===== src/rtl/qd_sram_pkg.sv =====
// Shared types for the SRAM arbiter slice.
//   state_t : arbiter bus-cycle phases
//   gnt_t   : which requester owns the current SRAM cycle
package qd_sram_pkg;

    localparam int unsigned ADDR_W_DEF = 21;
    localparam int unsigned DATA_W_DEF = 8;

    typedef enum logic [1:0] {
        IDLE   = 2'd0,
        SETUP  = 2'd1,
        ACCESS = 2'd2,
        DONE   = 2'd3
    } state_t;

    typedef enum logic {
        GNT_AVR  = 1'b0,
        GNT_SNES = 1'b1
    } gnt_t;

endpackage


===== src/rtl/sram_addr_counter.sv =====
// AVR-side SRAM address counter: synchronous load, post-increment, wraps at 2^ADDR_W.
//   clk, reset : clock, async active-high reset
//   load       : load count from load_val (wins over inc)
//   inc        : increment count by one
//   count      : current counter value (registered)
module sram_addr_counter
    import qd_sram_pkg::*;
#(
    parameter int unsigned ADDR_W = ADDR_W_DEF
) (
    input  logic              clk,
    input  logic              reset,
    input  logic              load,
    input  logic [ADDR_W-1:0] load_val,
    input  logic              inc,
    output logic [ADDR_W-1:0] count
);

    always_ff @(posedge clk or posedge reset) begin
        if (reset) begin
            count <= '0;
        end else if (load) begin
            count <= load_val;
        end else if (inc) begin
            count <= count + ADDR_W'(1);
        end
    end

endmodule


===== src/rtl/sram_arbiter.sv =====
// Two-requester SRAM bus arbiter (AVR counter-addressed, SNES direct-addressed).
// Runs one fixed-timing IDLE/SETUP/ACCESS/DONE cycle per grant, round-robin on ties.
//   avr_*  : AVR request/ack/data plus address counter controls
//   snes_* : SNES request/ack/data with direct address
//   sram_* : registered SRAM address, write data, drive enable and active-low strobes
module sram_arbiter
    import qd_sram_pkg::*;
#(
    parameter int unsigned ADDR_W  = ADDR_W_DEF,
    parameter int unsigned DATA_W  = DATA_W_DEF,
    parameter int unsigned RD_WAIT = 2,
    parameter int unsigned WR_WAIT = 2
) (
    input  logic              clk,
    input  logic              reset,
    input  logic              avr_load,
    input  logic [ADDR_W-1:0] avr_addr,
    input  logic              avr_inc,
    input  logic              avr_req,
    input  logic              avr_we,
    input  logic [DATA_W-1:0] avr_wdata,
    output logic [DATA_W-1:0] avr_rdata,
    output logic              avr_ack,
    output logic [ADDR_W-1:0] avr_cur_addr,
    input  logic              snes_req,
    input  logic              snes_we,
    input  logic [ADDR_W-1:0] snes_addr,
    input  logic [DATA_W-1:0] snes_wdata,
    output logic [DATA_W-1:0] snes_rdata,
    output logic              snes_ack,
    output logic [ADDR_W-1:0] sram_addr,
    output logic [DATA_W-1:0] sram_dout,
    output logic              sram_dout_en,
    input  logic [DATA_W-1:0] sram_din,
    output logic              sram_ce_n,
    output logic              sram_oe_n,
    output logic              sram_we_n
);

    localparam int unsigned MAX_WAIT = (RD_WAIT > WR_WAIT) ? RD_WAIT : WR_WAIT;
    localparam int unsigned WAIT_W   = $clog2(MAX_WAIT) + 1;

    state_t            state;
    state_t            next_state;
    gnt_t              lat_gnt;
    gnt_t              last_grant;
    logic              lat_we;
    logic              any_req;
    logic              pick_snes;
    logic              wait_last;
    logic              cyc_we;
    logic              cnt_inc;
    logic [WAIT_W-1:0] wait_cnt;
    logic              ce_n_nxt;
    logic              oe_n_nxt;
    logic              we_n_nxt;
    logic              dout_en_nxt;
    logic              avr_ack_nxt;
    logic              snes_ack_nxt;

    // Tie goes to whoever was not served last
    assign any_req   = avr_req | snes_req;
    assign pick_snes = snes_req & (~avr_req | (last_grant == GNT_AVR));
    assign wait_last = (wait_cnt == WAIT_W'((lat_we ? WR_WAIT : RD_WAIT) - 1));
    assign cnt_inc   = (state == DONE) && (lat_gnt == GNT_AVR) && avr_inc;

    sram_addr_counter #(
        .ADDR_W (ADDR_W)
    ) u_addr_counter (
        .clk      (clk),
        .reset    (reset),
        .load     (avr_load),
        .load_val (avr_addr),
        .inc      (cnt_inc),
        .count    (avr_cur_addr)
    );

    // State register
    always_ff @(posedge clk or posedge reset) begin
        if (reset) begin
            state <= IDLE;
        end else begin
            state <= next_state;
        end
    end

    // Next-state logic
    always_comb begin
        next_state = state;
        case (state)
            IDLE:    if (any_req) next_state = SETUP;
            SETUP:   next_state = ACCESS;
            ACCESS:  if (wait_last) next_state = DONE;
            DONE:    next_state = IDLE;
            default: next_state = IDLE;
        endcase
    end

    // Output logic: values the strobes/acks take in next_state, registered below
    always_comb begin
        ce_n_nxt     = 1'b1;
        oe_n_nxt     = 1'b1;
        we_n_nxt     = 1'b1;
        dout_en_nxt  = 1'b0;
        avr_ack_nxt  = 1'b0;
        snes_ack_nxt = 1'b0;
        // Direction of the cycle being entered: fresh at grant, latched afterwards
        cyc_we = (state == IDLE) ? (pick_snes ? snes_we : avr_we) : lat_we;
        case (next_state)
            SETUP: begin
                ce_n_nxt    = 1'b0;
                dout_en_nxt = cyc_we;
            end
            ACCESS: begin
                ce_n_nxt    = 1'b0;
                dout_en_nxt = cyc_we;
                oe_n_nxt    = cyc_we;
                we_n_nxt    = ~cyc_we;
            end
            DONE: begin
                ce_n_nxt     = 1'b0;
                dout_en_nxt  = cyc_we;
                avr_ack_nxt  = (lat_gnt == GNT_AVR);
                snes_ack_nxt = (lat_gnt == GNT_SNES);
            end
            default: ;
        endcase
    end

    // Output registers, grant latch, wait counter and read capture
    always_ff @(posedge clk or posedge reset) begin
        if (reset) begin
            sram_ce_n    <= 1'b1;
            sram_oe_n    <= 1'b1;
            sram_we_n    <= 1'b1;
            sram_dout_en <= 1'b0;
            avr_ack      <= 1'b0;
            snes_ack     <= 1'b0;
            sram_addr    <= '0;
            sram_dout    <= '0;
            avr_rdata    <= '0;
            snes_rdata   <= '0;
            lat_gnt      <= GNT_AVR;
            last_grant   <= GNT_AVR;
            lat_we       <= 1'b0;
            wait_cnt     <= '0;
        end else begin
            sram_ce_n    <= ce_n_nxt;
            sram_oe_n    <= oe_n_nxt;
            sram_we_n    <= we_n_nxt;
            sram_dout_en <= dout_en_nxt;
            avr_ack      <= avr_ack_nxt;
            snes_ack     <= snes_ack_nxt;
            wait_cnt     <= (state == ACCESS) ? wait_cnt + WAIT_W'(1) : '0;

            if (state == IDLE && any_req) begin
                lat_gnt    <= pick_snes ? GNT_SNES : GNT_AVR;
                last_grant <= pick_snes ? GNT_SNES : GNT_AVR;
                lat_we     <= cyc_we;
                sram_addr  <= pick_snes ? snes_addr : avr_cur_addr;
                sram_dout  <= pick_snes ? snes_wdata : avr_wdata;
            end

            if (state == ACCESS && wait_last && !lat_we) begin
                if (lat_gnt == GNT_SNES) begin
                    snes_rdata <= sram_din;
                end else begin
                    avr_rdata <= sram_din;
                end
            end
        end
    end

endmodule


===== config.mk =====
export PLATFORM = sky130hd
export DESIGN_NAME = sram_arbiter
export DESIGN_NICKNAME = d
export VERILOG_FILES = /design/src/rtl/qd_sram_pkg.sv /design/src/rtl/sram_addr_counter.sv /design/src/rtl/sram_arbiter.sv
export SDC_FILE = /design/constraint.sdc
export NUM_CORES = 1
export LEC_CHECK = 0
export BUFFER_PORTS_ARGS = -buffer_cell sky130_fd_sc_hd__buf_2
export CORE_MARGIN = 1
export CORE_UTILIZATION = 49
export DETAILED_ROUTE_END_ITERATION = 8
export PLACE_DENSITY = 0.85
export SYNTH_ARGS = -nofsm -noshare
export SYNTH_HDL_FRONTEND = slang
export SYNTH_SLANG_ARGS = --single-unit

===== constraint.sdc =====
create_clock -name clk -period 3 [get_ports clk]
set_clock_uncertainty 0.1 [all_clocks]
set_input_delay 0.3 -clock clk [delete_from_list [all_inputs] [get_ports clk]]
set_output_delay 0.3 -clock clk [all_outputs]
set_load 0.01 [all_outputs]

==> results_dict.tcl <==
set metrics [dict create \
    switching_share 0.360 \
    final_nets 579 \
    cp-startpoint "state[1]" \
    p_int_uw 2700 \
    clkTransAtPathRegs_ps 80 \
    start_util 0.513 \
    overflow 0 \
    async_reset_ff_frac 1.00 \
    ys_seq_area_frac 0.520 \
    grtUsageMet2 0.405 \
    synth-main-ff-cell "dfrtp_1" \
    postRouteWirelength_um 9270 \
    finalSetupTns_ps 0 \
    final_cell_mix "buf_2, dfrtp_1, nand2_1, mux2i_1, o21ai_0" \
    synth_enable_flop_cells 0 \
    holdBufCountCts 0 \
    worstHoldStart "avr_addr[8]" \
    drc 0 \
    r2r_cells 5 \
    hold_depth 3 \
    start_kind "flop" \
    crit_required_ps 3130 \
    rows 31 \
    synthCells 355 \
    placed_cells 587 \
    synth_nets 435 \
    avgSynthCellArea_sq_um 10.6 \
    cts-htree-levels 3 \
    synthesis.area_sq_mm 0.00376 \
    p_sw_uw 1520 \
    tightest_slew_ps 955 \
    grt_pass1_wl_um 14400 \
    diodes 0 \
    r2r_start "state[1]" \
    worst-path-max-fanout 6 \
    dp_hpwl_um 6820 \
    dieHeight_um 89.6 \
    rsz0062_at_grt "false" \
    cts_max_path_buffers 2 \
    drtPass1Iterations 4 \
    power.density_mw_per_mm2 872 \
    first_global_vias 3033 \
    cts-resized-gates 0 \
    numCtsBuffers 9 \
    track_usage 0.241 \
    path_class "flop to flop" \
    busiest_layer "met2" \
    fp.coreArea_sq_mm 0.00733 \
    max_slew_margin 0.363 \
    period_needed_ps 2090 \
    power.share.clock 0.226 \
    cp-end-kind "flop" \
    gp_congestion 0.777 \
    grtUsageMet1 0.314 \
    io_buffers 145 \
    die-area_sq_mm 0.00803 \
    postCtsSetupBuffers 0 \
    via_per_inst 5.27 \
    clock_sink_count 78 \
    min_path_type "input pin to flop" \
    drtAntennaViolNets 0 \
    tritoncts "built" \
    dr_total_vias 3175 \
    crit_arrival_ps 2220 \
    drive_gt1_frac 0.387 \
    p_seq_frac 0.410 \
    period_share 0.698 \
    irDropWorstVdd_v 0.000343 \
    power_frac_comb 0.364 \
    maxSlewViolCount 0 \
    final_cells 603 \
    post_drt_wl_per_cell_um 15.4 \
    yosysWarnings 0 \
    clockRootBuffer "clkbuf_8" \
    drt_iter0_drc 176 \
    grt_start_max_net_pins 79 \
    max_freq_mhz 478 \
    cap_violations 0 \
    area_growth_pct 28.7 \
    final_hold_viol_count 0 \
    insertion_delay_ps 340 \
    synth.distinct_cells 42 \
    use_met3 0.0466 \
    ios 146 \
    finalSetupViolCount 0 \
    final_common_cell "buf_2" \
    status "finished, final reports clean" \
    dieWidth_um 89.6 \
    leakage_uw 0.00239 \
    synth-seq-cells 78 \
    antenna_found_initial 0 \
]
[logic make-up (layout without fill, tap and decap cells)]
group	Yosys count	in the layout	synth area share
buffers and inverters	24	173	0.0253
multiplexers	52	52	0.144
flip-flops	78	78	0.520
adder cells (fa/ha/maj)	6	6	0.0200
AO/OA/AOI/OAI	61	61	0.0909
XOR/XNOR	10	10	0.0233
AND/OR/NAND/NOR	124	124	0.177
[registers in the layout, summed over array words and instances (netlist names), 2 cells and up]
| name | cells |
|---|---|
| snes_rdata | 8 |
| u_addr_counter.count | 21 |
| wait_cnt | 2 |
| sram_addr | 21 |
| state | 2 |
| avr_rdata | 8 |
| sram_dout | 8 |
[power groups by stage]
stage / Combinational, uW / Sequential (uW) / Clock (uW)
floorplan: 789 / 1870 / 0
global placement: 1480 / 1720 / 0
detailed placement: 1550 / 1750 / 0
CTS: 1560 / 1730 / 970
global route: 1730 / 1780 / 1020
finish: 1540 / 1730 / 953
[layout make-up]
type / instances / area (sq um)
Tap cell: 99 / 124
Multi-Input combinational cell: 253 / 1730
Clock inverter: 7 / 121
Inverter: 8 / 31.3
Fill cell: 575 / 2490
Timing Repair Buffer: 149 / 756
Sequential cell: 78 / 1960
Clock buffer: 9 / 124
[worst paths after layout]
path                                            end  slack [ps]
max                        u_addr_counter.count[20]         910
min                         u_addr_counter.count[8]          70
min reg2reg                             wait_cnt[0]         350
min in group asynchronous              avr_rdata[4]         150
max in group asynchronous  u_addr_counter.count[11]        2050
max reg2reg                u_addr_counter.count[20]         910
[worst max-delay path, stage by stage, from the launching register on]
cell and delay [ps]:
dfrtp_1 400, ha_1 270, nand4b_4 180, nor4_4 540
a31oi_1 170, o31a_1 310
[cells in the mapped netlist (all sizes together) (3+ instances only)]
cell type / instances / area share
o21ai: 45 / 0.060
nand4: 6 / 0.016
xnor2: 3 / 0.0070
ha: 6 / 0.020
buf: 4 / 0.0053
mux2: 16 / 0.048
a31oi: 3 / 0.0050
nand3: 10 / 0.013
and3: 3 / 0.0053
mux2i: 36 / 0.096
a21oi: 3 / 0.0040
nand2b: 4 / 0.0067
inv: 8 / 0.0080
dfstp: 3 / 0.021
a22oi: 4 / 0.0080
nand2: 60 / 0.060
clkbuf: 12 / 0.012
nor3: 6 / 0.0093
xor2: 7 / 0.016
nor4: 6 / 0.018
nor2: 13 / 0.013
dfrtp: 75 / 0.50
nor2b: 8 / 0.013
[routing by layer]
layer | up-vias | part of all wire | wire length, um
met3 | 18 | 0.050 | 463
li1 | 1535 | - | -
met1 | 1515 | 0.44 | 4030
met4 | 0 | 0.020 | 187
met5 | - | 0 | 0
met2 | 107 | 0.49 | 4580
[metrics by stage]
stage	util	setup slack [ps]	instance area, sq um	hold WS, ps	total power [uW]
6_report	0.660	907	4840	66.1	4220
5_1_grt	0.660	780	4840	59.6	4530
4_1_cts	0.660	898	4840	54.2	4260
3_5_place_dp	0.627	972	4590	344	3300
3_3_place_gp	0.627	1050	4590	326	3210
2_1_floorplan	-	610	3760	297	2660
No activity file was read; power rests on OpenSTA's default activity.
